==> config.mk <==
export PLATFORM = sky130hd
export DESIGN_NAME = load_store_unit
export DESIGN_NICKNAME = d
export VERILOG_FILES = /design/src/rtl/lsu_pkg.sv /design/src/rtl/lsu_lane_align.sv /design/src/rtl/load_store_unit.sv
export SDC_FILE = /design/constraint.sdc
export NUM_CORES = 1
export LEC_CHECK = 0
export BUFFER_PORTS_ARGS = -buffer_cell sky130_fd_sc_hd__buf_2
export CAP_MARGIN = 20
export CORE_MARGIN = 3
export CORE_UTILIZATION = 45
export DETAILED_ROUTE_END_ITERATION = 6
export PLACE_DENSITY = 0.77
export SKIP_CTS_REPAIR_TIMING = 1
export SLEW_MARGIN = 5
export SYNTH_ARGS = -nofsm -noshare
export SYNTH_HDL_FRONTEND = slang
export SYNTH_SLANG_ARGS = --single-unit
==> constraint.sdc <==
create_clock -name clk -period 2.5 [get_ports clk]
set_clock_uncertainty 0.1 [all_clocks]
set_input_delay 0.75 -clock clk [delete_from_list [all_inputs] [get_ports clk]]
set_output_delay 0.75 -clock clk [all_outputs]
set_load 0.02 [all_outputs]
==> src/rtl/lsu_pkg.sv <==
// Shared load/store definitions: decoder aluOP codes, LSU state encoding,
// byte-enable constants and the access-fault classifier.
package lsu_pkg;

  localparam logic [5:0] OpLb  = 6'd0;
  localparam logic [5:0] OpLh  = 6'd1;
  localparam logic [5:0] OpLw  = 6'd2;
  localparam logic [5:0] OpLd  = 6'd3;
  localparam logic [5:0] OpLbu = 6'd4;
  localparam logic [5:0] OpSb  = 6'd15;
  localparam logic [5:0] OpSh  = 6'd16;
  localparam logic [5:0] OpSw  = 6'd17;

  typedef enum logic [1:0] {StIdle, StReq, StWait, StResp} lsu_state_e;

  localparam logic [3:0] BeNone   = 4'b0000;
  localparam logic [3:0] BeByte0  = 4'b0001;
  localparam logic [3:0] BeHalfLo = 4'b0011;
  localparam logic [3:0] BeHalfHi = 4'b1100;
  localparam logic [3:0] BeWord   = 4'b1111;

  // LD is not supported on this 32-bit port, so it falls into the default fault arm.
  function automatic logic is_fault(input logic is_load, input logic is_store,
                                    input logic [5:0] op, input logic [1:0] addr_lo);
    logic f;
    f = 1'b0;
    if (is_load && is_store) begin
      f = 1'b1;
    end else if (is_load) begin
      case (op)
        OpLb, OpLbu: f = 1'b0;
        OpLh:        f = addr_lo[0];
        OpLw:        f = (addr_lo != 2'b00);
        default:     f = 1'b1;
      endcase
    end else if (is_store) begin
      case (op)
        OpSb:    f = 1'b0;
        OpSh:    f = addr_lo[0];
        OpSw:    f = (addr_lo != 2'b00);
        default: f = 1'b1;
      endcase
    end
    return f;
  endfunction

endpackage

==> src/rtl/lsu_lane_align.sv <==
// Combinational lane logic: store replication / byte enables and
// load lane selection with sign or zero extension.
module lsu_lane_align
  import lsu_pkg::*;
(
  input  logic [5:0]  op,
  input  logic [1:0]  addr_lo,
  input  logic [31:0] store_data,
  input  logic [31:0] rdata,
  output logic [3:0]  be,
  output logic [31:0] wdata,
  output logic [31:0] load_data
);

  logic [7:0]  lane_byte;
  logic [15:0] lane_half;

  always_comb begin
    be        = BeNone;
    wdata     = '0;
    load_data = '0;
    lane_byte = rdata[{addr_lo, 3'b000} +: 8];
    lane_half = addr_lo[1] ? rdata[31:16] : rdata[15:0];
    case (op)
      OpSb: begin
        be    = BeByte0 << addr_lo;
        wdata = {4{store_data[7:0]}};
      end
      OpSh: begin
        be    = addr_lo[1] ? BeHalfHi : BeHalfLo;
        wdata = {2{store_data[15:0]}};
      end
      OpSw: begin
        be    = BeWord;
        wdata = store_data;
      end
      OpLb:    load_data = {{24{lane_byte[7]}}, lane_byte};
      OpLbu:   load_data = {24'b0, lane_byte};
      OpLh:    load_data = {{16{lane_half[15]}}, lane_half};
      OpLw:    load_data = rdata;
      default: ;
    endcase
  end

endmodule

==> src/rtl/load_store_unit.sv <==
// Data-memory access stage: accepts one load/store at a time, drives a
// req/gnt/rvalid memory port and returns extended load data or a fault.
module load_store_unit
  import lsu_pkg::*;
#(
  parameter int unsigned ADDR_W = 32
) (
  input  logic              clk,
  input  logic              rst_n,
  input  logic              req_valid,
  output logic              req_ready,
  input  logic              mem_to_reg,
  input  logic              mem_write,
  input  logic [5:0]        alu_op,
  input  logic [ADDR_W-1:0] addr,
  input  logic [31:0]       store_data,
  output logic              resp_valid,
  output logic              resp_fault,
  output logic [31:0]       load_data,
  output logic              dmem_req,
  output logic              dmem_we,
  output logic [ADDR_W-1:0] dmem_addr,
  output logic [3:0]        dmem_be,
  output logic [31:0]       dmem_wdata,
  input  logic              dmem_gnt,
  input  logic              dmem_rvalid,
  input  logic [31:0]       dmem_rdata
);

  lsu_state_e        state_q, state_d;
  logic [5:0]        op_q, op_d;
  logic [1:0]        addr_lo_q, addr_lo_d;
  logic              req_ready_q, req_ready_d;
  logic              resp_valid_q, resp_valid_d;
  logic              resp_fault_q, resp_fault_d;
  logic [31:0]       load_data_q, load_data_d;
  logic              dmem_req_q, dmem_req_d;
  logic              dmem_we_q, dmem_we_d;
  logic [ADDR_W-1:0] dmem_addr_q, dmem_addr_d;
  logic [3:0]        dmem_be_q, dmem_be_d;
  logic [31:0]       dmem_wdata_q, dmem_wdata_d;

  logic [5:0]  align_op;
  logic [1:0]  align_addr_lo;
  logic [3:0]  align_be;
  logic [31:0] align_wdata;
  logic [31:0] align_load;

  // One aligner serves both phases: live inputs while accepting, latched op afterwards.
  assign align_op      = (state_q == StIdle) ? alu_op : op_q;
  assign align_addr_lo = (state_q == StIdle) ? addr[1:0] : addr_lo_q;

  lsu_lane_align u_align (
    .op         (align_op),
    .addr_lo    (align_addr_lo),
    .store_data (store_data),
    .rdata      (dmem_rdata),
    .be         (align_be),
    .wdata      (align_wdata),
    .load_data  (align_load)
  );

  always_comb begin
    state_d      = state_q;
    op_d         = op_q;
    addr_lo_d    = addr_lo_q;
    req_ready_d  = req_ready_q;
    resp_valid_d = 1'b0;
    resp_fault_d = resp_fault_q;
    load_data_d  = load_data_q;
    dmem_req_d   = dmem_req_q;
    dmem_we_d    = dmem_we_q;
    dmem_addr_d  = dmem_addr_q;
    dmem_be_d    = dmem_be_q;
    dmem_wdata_d = dmem_wdata_q;
    unique case (state_q)
      StIdle: begin
        if (req_valid && (mem_to_reg || mem_write)) begin
          op_d        = alu_op;
          addr_lo_d   = addr[1:0];
          req_ready_d = 1'b0;
          if (is_fault(mem_to_reg, mem_write, alu_op, addr[1:0])) begin
            state_d      = StResp;
            resp_valid_d = 1'b1;
            resp_fault_d = 1'b1;
          end else begin
            state_d      = StReq;
            dmem_req_d   = 1'b1;
            dmem_we_d    = mem_write;
            dmem_addr_d  = {addr[ADDR_W-1:2], 2'b00};
            dmem_be_d    = mem_write ? align_be : BeNone;
            dmem_wdata_d = mem_write ? align_wdata : '0;
          end
        end
      end
      StReq: begin
        if (dmem_gnt) begin
          dmem_req_d = 1'b0;
          if (dmem_we_q) begin
            state_d      = StResp;
            resp_valid_d = 1'b1;
          end else begin
            state_d = StWait;
          end
        end
      end
      StWait: begin
        if (dmem_rvalid) begin
          load_data_d  = align_load;
          state_d      = StResp;
          resp_valid_d = 1'b1;
        end
      end
      StResp: begin
        state_d      = StIdle;
        req_ready_d  = 1'b1;
        resp_fault_d = 1'b0;
        load_data_d  = '0;
      end
    endcase
  end

  always_ff @(posedge clk or negedge rst_n) begin
    if (!rst_n) begin
      state_q      <= StIdle;
      op_q         <= '0;
      addr_lo_q    <= '0;
      req_ready_q  <= 1'b1;
      resp_valid_q <= 1'b0;
      resp_fault_q <= 1'b0;
      load_data_q  <= '0;
      dmem_req_q   <= 1'b0;
      dmem_we_q    <= 1'b0;
      dmem_addr_q  <= '0;
      dmem_be_q    <= '0;
      dmem_wdata_q <= '0;
    end else begin
      state_q      <= state_d;
      op_q         <= op_d;
      addr_lo_q    <= addr_lo_d;
      req_ready_q  <= req_ready_d;
      resp_valid_q <= resp_valid_d;
      resp_fault_q <= resp_fault_d;
      load_data_q  <= load_data_d;
      dmem_req_q   <= dmem_req_d;
      dmem_we_q    <= dmem_we_d;
      dmem_addr_q  <= dmem_addr_d;
      dmem_be_q    <= dmem_be_d;
      dmem_wdata_q <= dmem_wdata_d;
    end
  end

  assign req_ready  = req_ready_q;
  assign resp_valid = resp_valid_q;
  assign resp_fault = resp_fault_q;
  assign load_data  = load_data_q;
  assign dmem_req   = dmem_req_q;
  assign dmem_we    = dmem_we_q;
  assign dmem_addr  = dmem_addr_q;
  assign dmem_be    = dmem_be_q;
  assign dmem_wdata = dmem_wdata_q;

endmodule

==> results of run 1 <==
==> worst paths after layout <==
kind	from	end	slack (ns)
setup reg to reg	state_q[0]$_DFFE_PN0P_	load_data[14]$_DFFE_PN0P_	0.09
hold / removal	rst_n	dmem_wdata[25]$_DFFE_PN0P_	0.21
setup / recovery	state_q[0]$_DFFE_PN0P_	load_data[14]$_DFFE_PN0P_	0.09
max in group asynchronous	rst_n	dmem_wdata[12]$_DFFE_PN0P_	1.49
min in group clk	dmem_wdata[22]$_DFFE_PN0P_	dmem_wdata[22]$_DFFE_PN0P_	0.37
hold reg to reg	dmem_wdata[22]$_DFFE_PN0P_	dmem_wdata[22]$_DFFE_PN0P_	0.37
==> kinds of logic after synthesis <==
logic type / Yosys count / share of synthesized area [%]
other: 1 / 0.0663
AND/OR/NAND/NOR: 169 / 13.2
flip-flops: 113 / 50.0
multiplexers: 51 / 10.2
adder cells (fa/ha/maj): 5 / 1.06
buffers and inverters: 51 / 4.36
AO/OA/AOI/OAI: 176 / 21.1
==> worst reg2reg max path, stage by stage (launching register included) <==
cell and delay [ns]:
dfrtp_1 0.37, inv_1 0.11, ha_4 0.19, mux2_4 0.34, mux4_2 0.45, and3_2 0.25
buf_12 0.15, a221oi_2 0.18, o21ai_1 0.13
==> power by group <==
group          internal, mW  switching, mW
registers              2.30          0.291
clock network          1.52          0.782
logic                  1.51           2.13
==> per-layer routing <==
| layer | vias up | GRT usage [%] |
|---|---|---|
| li1 | 2571 | - |
| met1 | 2726 | 31.5 |
| met2 | 247 | 42.2 |
| met3 | 26 | 7.37 |
| met4 | 0 | 7.62 |
| met5 | - | 0 |
==> state kept, by name (all words and copies together) (netlist names), 2 cells and up <==
name        cells
state_q         2
addr_lo_q       2
op_q            6
load_data      32
dmem_addr      30
dmem_be         4
dmem_wdata     32
==> synth_stat cells, types with 4 or more instances <==
library cell	instances	share of area [%]
nor3_1	4	0.35
buf_6	4	0.80
inv_1	14	0.93
a22o_1	8	1.2
nor2_1	13	0.86
a21oi_1	12	1.1
ha_1	4	0.88
nand2_1	119	7.9
o211ai_1	5	0.66
dfrtp_1	112	50
clkbuf_1	18	1.2
mux2i_1	8	1.4
o21ai_0	44	3.9
mux2_2	41	8.2
nand3_1	12	1.1
nor3b_1	4	0.53
a222oi_1	8	1.4
a31oi_1	6	0.66
buf_2	11	0.97
a221oi_1	5	0.77
a22oi_1	32	4.2
a211oi_1	16	2.1
o21ai_1	22	1.9
==> layout make-up <==
cell class,instances,area [um2]
clock inverter,7,85.1
timing repair buffer,266,1560
multi-input combinational,403,2680
clock buffer,22,474
tap,168,210
sequential,113,2830
fill,1037,4260
inverter,14,52.6
==> metrics.md, run 1 <==
| Metric | Value |
|---|---|
| Largest buffer count on any clock path | `2` |
| Global-route congestion overflow total | `0` |
| Final worst path period share | `96.5%` |
| Primary flip-flop cell chosen by synthesis mapping | `dfrtp_1` |
| Cell area after synthesis | `around 5700 um2` |
| Clock slew seen by the registers of the worst setup and hold paths | `0.05 ns` |
| DR WL/cell | `between 15 and 20 um` |
| Max layer used | `met4` |
| Leakage | `3.89 nW` |
| CP Launch Type | `flop` |
| Number of nets in the finished design | `roughly 930` |
| Maximum number of pins on one net before global-route repair | `40` |
| Wire length reported by the detailed router | `18000 um` |
| Worst min-delay path category | `input port to asynchronous set/reset pin` |
| Number of top-level pins | `about 210` |
| Number of global-route vias before repair | `5649` |
| Peak fanout along the critical path | `12` |
| Number of max-slew violations in the final report | `0` |
| Die Area | `about 14000 um2` |
| Die Wd | `roughly 120 um` |
| Sequence of cells on the critical path | `inv_1 > ha_4 > mux2_4 > mux4_2 > and3_2 > buf_12 > a221oi_2 > o21ai_1` |
| Critical path's slowest cell | `mux4_2` |
| Clock latency on the worst-skew pair | `0.40 ns` |
| Delay of the slowest cell on the worst path | `around 0.45 ns` |
| Yosys warns | `0` |
| Run status | `completed` |
| Transition time of the tightest slew-check pin | `0.677 ns` |
| Yosys reg bits | `113` |
| Gate family responsible for the most delay along the worst path | `multiplexers` |
| Achievable frequency | `414 MHz` |
| Placer congestion estimate | `0.875` |
| HPWL Detailed | `approximately 13000 um` |
| Via density | `about 5.6` |
| WP depth | `8` |
| Mapped Cells | `roughly 570` |
| Yosys cell types | `54` |
| Count of antenna diodes in the layout | `0` |
| EDFF count, synth | `0` |
| Number of routed nets with antenna violations | `0` |
| Capturing element type of the critical path | `flop` |
| Initial antenna violation count | `0` |
| Layout cell share with drive strength beyond 1 | `44.1%` |
| Max IR drop VDD | `0.649 mV` |
| Layout Utilization | `64.9%` |
| Vias | `between 5000 and 6000` |
| TritonCTS clock tree | `built` |
| Root Buffer | `clkbuf_16` |
| Reg2reg path depth | `8` |
| Total of max-cap violations | `0` |
| Total routing resource utilization after global routing | `25.2%` |
| Slew Limit Headroom | `roughly 55%` |
| Setup-failing EPs final | `0` |
| Total clock buffers created by CTS | `17` |
| Synthesis-to-finish area growth | `39.6%` |
| Number of buffer and inverter stages on the critical path | `2` |
| Die height | `around 120 um` |
| Placeable core area | `12200 um2` |
| Violation count after the first detailed-routing iteration | `503` |
| Effective utilization at floorplan | `around 47%` |
| Wire length of the first global-routing pass | `~29000 um` |
| Instance count after placement with tap cells included | `960` |
| Area post-placement | `approximately 7200 um2` |
| Classification of the worst setup path | `flop to flop` |
| Syn Area/Cell | `10.0 um2` |
| Final period demand of the worst path | `2.41 ns` |
| Fin. Hold Viols | `0` |
| Fraction of the yosys area taken by sequential cells | `50.0%` |
| Total met3 wirelength after detailed routing | `1330 um` |
| Most frequent cells in the layout | `210 x buf_2, 119 x nand2_1, 112 x dfrtp_1, 48 x buf_4, 42 x o21ai_0` |
| Standard-cell row count | `40` |
| Post-route design area | `7900 um2` |
| Port Buffers | `211` |
| Met2 wire length | `9010 um` |
| Non-filler instance count after layout | `a little under 1000` |
| Detailed-route DRC error count | `0` |
| Total chip power | `8.53 mW` |
| Worst setup slack after layout | `0.0868 ns` |
| Power per cell area | `~1100 nW/um2` |
| Total clock sinks | `roughly 110` |
| Wire length on met1 | `about 7400 um` |
| Final Hold Slack | `0.211 ns` |
| Place WS | `-0.492 ns` |
| Async set-reset flop share out of synthesis | `100%` |
| Data arrival time of the critical path | `2.58 ns` |
| Worst Path Required | `2.67 ns` |
| Total Negative Setup Slacks | `0 ns` |
| Initial DRT Pass Iterations | `6` |
| Number of levels in the clock H-tree | `4` |
| Most common cell after layout, fill and taps aside | `buf_2` |
Power figures use the tool's default switching activity.
==> run 2, diff against run 1 <==
Settings changed: BUFFER_PORTS_ARGS -buffer_cell sky130_fd_sc_hd__buf_2 to not set, CORE_UTILIZATION 45 to 57, DONT_BUFFER_PORTS set to 1, PLACE_DENSITY 0.77 to 0.75.
==> run 2 against run 1 <==
- the run now ends with negative hold slack left
- combinational power fell by 32%
- clock power rose by 2%
- global-route usage rose by 2.8 points
- non-clock buffer count fell by 226
- design area fell by 16%
- critical endpoint is now load_data[15]$_DFFE_PN0P_
==> metrics.md, run 2 (same netlist as run 1, synthesis figures left out) <==
| Metric | Value |
|---|---|
| Run status | `complete, but fails checks` |
| Violated checks | `negative hold slack` |
| Slew Limit Headroom | `63.0% (+8.1 points)` |
| Fillcell total | `743 (-28%)` |
| Power per cell area | `1200 nW/um2 (+11%)` |
| Delay of the slowest cell on the worst path | `0.43 ns (-0.02 ns)` |
| Total of max-cap violations | `0 (unchanged)` |
| Sequential share of power | `39.5% (+9.1 points)` |
| Setup-failing EPs final | `0 (unchanged)` |
| Placer congestion estimate | `0.899 (+2.8%)` |
| Clock latency on the worst-skew pair | `0.50 ns (+0.10 ns)` |
| DR WL/cell | `21.5 um (+19%)` |
| Die height | `106 um (-11%)` |
| Critical path's slowest cell | `mux4_2` |
| Placeable core area | `9460 um2 (-22%)` |
| Net switching share of the total power | `38.4% (+0.92 points)` |
| Total clock buffers created by CTS | `17 (unchanged)` |
| Leakage | `2.85 nW (-27%)` |
| Number of nets in the finished design | `702 (-24%)` |
| Via density | `6.42 (+14%)` |
| Total routing resource utilization after global routing | `27.9% (+2.8 points)` |
| Transition time of the tightest slew-check pin | `0.543 ns (-0.133 ns)` |
| Initial antenna violation count | `0 (unchanged)` |
| FF+latch area | `2830 um2 (unchanged)` |
| Sequence of cells on the critical path | `inv_1 > ha_1 > buf_6 > mux2_4 > mux4_2 > and3_4 > buf_12 > a211oi_1 > o21ai_1` |
| Standard-cell row count | `35 (-13%)` |
| Die Wd | `106 um (-11%)` |
| Classification of the worst setup path | `flop to flop` |
| Number of max-slew violations in the final report | `0 (unchanged)` |
| Final Hold Slack | `-0.166 ns (-0.377 ns)` |
| Share of total power in combinational logic | `31.0% (-12 points)` |
| Max IR drop VDD | `0.728 mV (+12%)` |
| Violation count after the first detailed-routing iteration | `431 (-14%)` |
| Detailed-route DRC error count | `0 (unchanged)` |
| Peak fanout along the critical path | `24 (+12)` |
| Final worst path period share | `97.7% (+1.2 points)` |
| Largest buffer count on any clock path | `2 (unchanged)` |
| Fin. Hold Viols | `113 (+113)` |
| Count of antenna diodes in the layout | `0 (unchanged)` |
| Number of global-route vias before repair | `4834 (-14%)` |
| Gate family responsible for the most delay along the worst path | `multiplexers` |
| Maximum number of pins on one net before global-route repair | `114 (+190%)` |
| HPWL Detailed | `11100 um (-15%)` |
| TritonCTS clock tree | `built` |
| Most frequent cells in the layout | `119 x nand2_1, 112 x dfrtp_1, 44 x o21ai_0, 41 x mux2_2, 33 x buf_4` |
| Internal power | `4.91 mW (-7.9%)` |
| Number of buffer and inverter stages on the critical path | `3 (+1)` |
| CP Launch Type | `flop` |
| Effective utilization at floorplan | `59.8% (+13 points)` |
| Number of routed nets with antenna violations | `0 (unchanged)` |
| Area of combinational cells with multiple inputs | `2680 um2 (-0.19%)` |
| Clock slew seen by the registers of the worst setup and hold paths | `0.06 ns (about the same)` |
| Total clock sinks | `113 (unchanged)` |
| Most common cell after layout, fill and taps aside | `nand2_1` |
| Root Buffer | `clkbuf_8` |
| Achievable frequency | `409 MHz (-1.2%)` |
| Number of levels in the clock H-tree | `4 (unchanged)` |
| Die Area | `11200 um2 (-20%)` |
| Synthesis-to-finish area growth | `17.8%` |
| Capturing element type of the critical path | `flop` |
| Number of top-level pins | `214 (unchanged)` |
| Initial DRT Pass Iterations | `6 (unchanged)` |
| Data arrival time of the critical path | `2.73 ns (+0.15 ns)` |
| Worst min-delay path category | `input port to asynchronous set/reset pin` |
| Wire length of the first global-routing pass | `24900 um (-13%)` |
| Vias | `4693 (-16%)` |
| Final period demand of the worst path | `2.44 ns (+0.0299 ns)` |
| Port Buffers | `0 (-100%)` |
| Layout cell share with drive strength beyond 1 | `23.8% (-20 points)` |
| Global-route congestion overflow total | `0 (unchanged)` |
| Net switching power figure | `3.06 mW (-4.2%)` |
| Wire length reported by the detailed router | `15700 um (-13%)` |
| Layout Utilization | `70.5% (+5.5 points)` |
| Worst Path Required | `2.79 ns (+0.12 ns)` |
| Clock power frac | `29.5% (+2.5 points)` |
run 2: routing by layer:
layer	GRT usage (%)	up-vias	part of all wire, %
met5	0	-	0
met4	7.40	0	1.1
met3	11.4	18	12
met2	46.1	271	49
met1	34.0	2291	38
li1	-	2113	-
run 2: worst paths after layout:
kind                       depth (start not counted)                   start  slack, ns                   endpoint
max                                                9  state_q[0]$_DFFE_PN0P_       0.06  load_data[15]$_DFFE_PN0P_
min                                                0                   rst_n      -0.17  load_data[20]$_DFFE_PN0P_
max reg2reg                                        9  state_q[0]$_DFFE_PN0P_       0.06  load_data[15]$_DFFE_PN0P_
min reg2reg                                        2   req_ready$_DFFE_PN1P_       0.47      req_ready$_DFFE_PN1P_
max in group asynchronous                          0                   rst_n       2.28      req_ready$_DFFE_PN1P_
min in group clk                                   1           store_data[4]       0.27  dmem_wdata[4]$_DFFE_PN0P_
run 2: stage by stage:
step | total power, mW | setup WS, ns | TNS (ns) | instance area [um2] | std cells
CTS | 7.88 | -0.355 | -5.38 | 6570 | 729
finish | 7.97 | 0.0570 | 0 | 6670 | 731
detailed placement | 5.50 | -0.259 | -3.78 | 5980 | 697
global route | 8.38 | -0.0330 | -0.208 | 6670 | 731
floorplan | 4.72 | 0.0750 | 0 | 5660 | 567
global placement | 5.40 | -0.0921 | -1.39 | 5980 | 697
run 2: area by class of cell:
cell class	instances	area share [%]
tap	129	2.42
multi-input combinational	403	40.2
clock inverter	14	2.31
inverter	14	0.788
clock buffer	18	6.42
sequential	113	42.4
timing repair buffer	40	5.43
run 2: power by group through the flow:
stage / clock [mW] / sequential (mW) / combinational [mW]
finish: 2.35 / 3.15 / 2.47
global route: 2.47 / 3.20 / 2.71
CTS: 2.39 / 3.15 / 2.35
detailed placement: 0 / 3.17 / 2.33
global placement: 0 / 3.15 / 2.25
floorplan: 0 / 3.05 / 1.67
run 2: worst register-to-register path, delay by kind of cell (launching register included):
kind                     cells  cell delay (ns)
multiplexers                 2             0.75
buffers and inverters        3             0.39
flip-flops                   1             0.38
AO/OA/AOI/OAI                2             0.33
AND/OR/NAND/NOR              1             0.19
adder cells (fa/ha/maj)      1             0.18
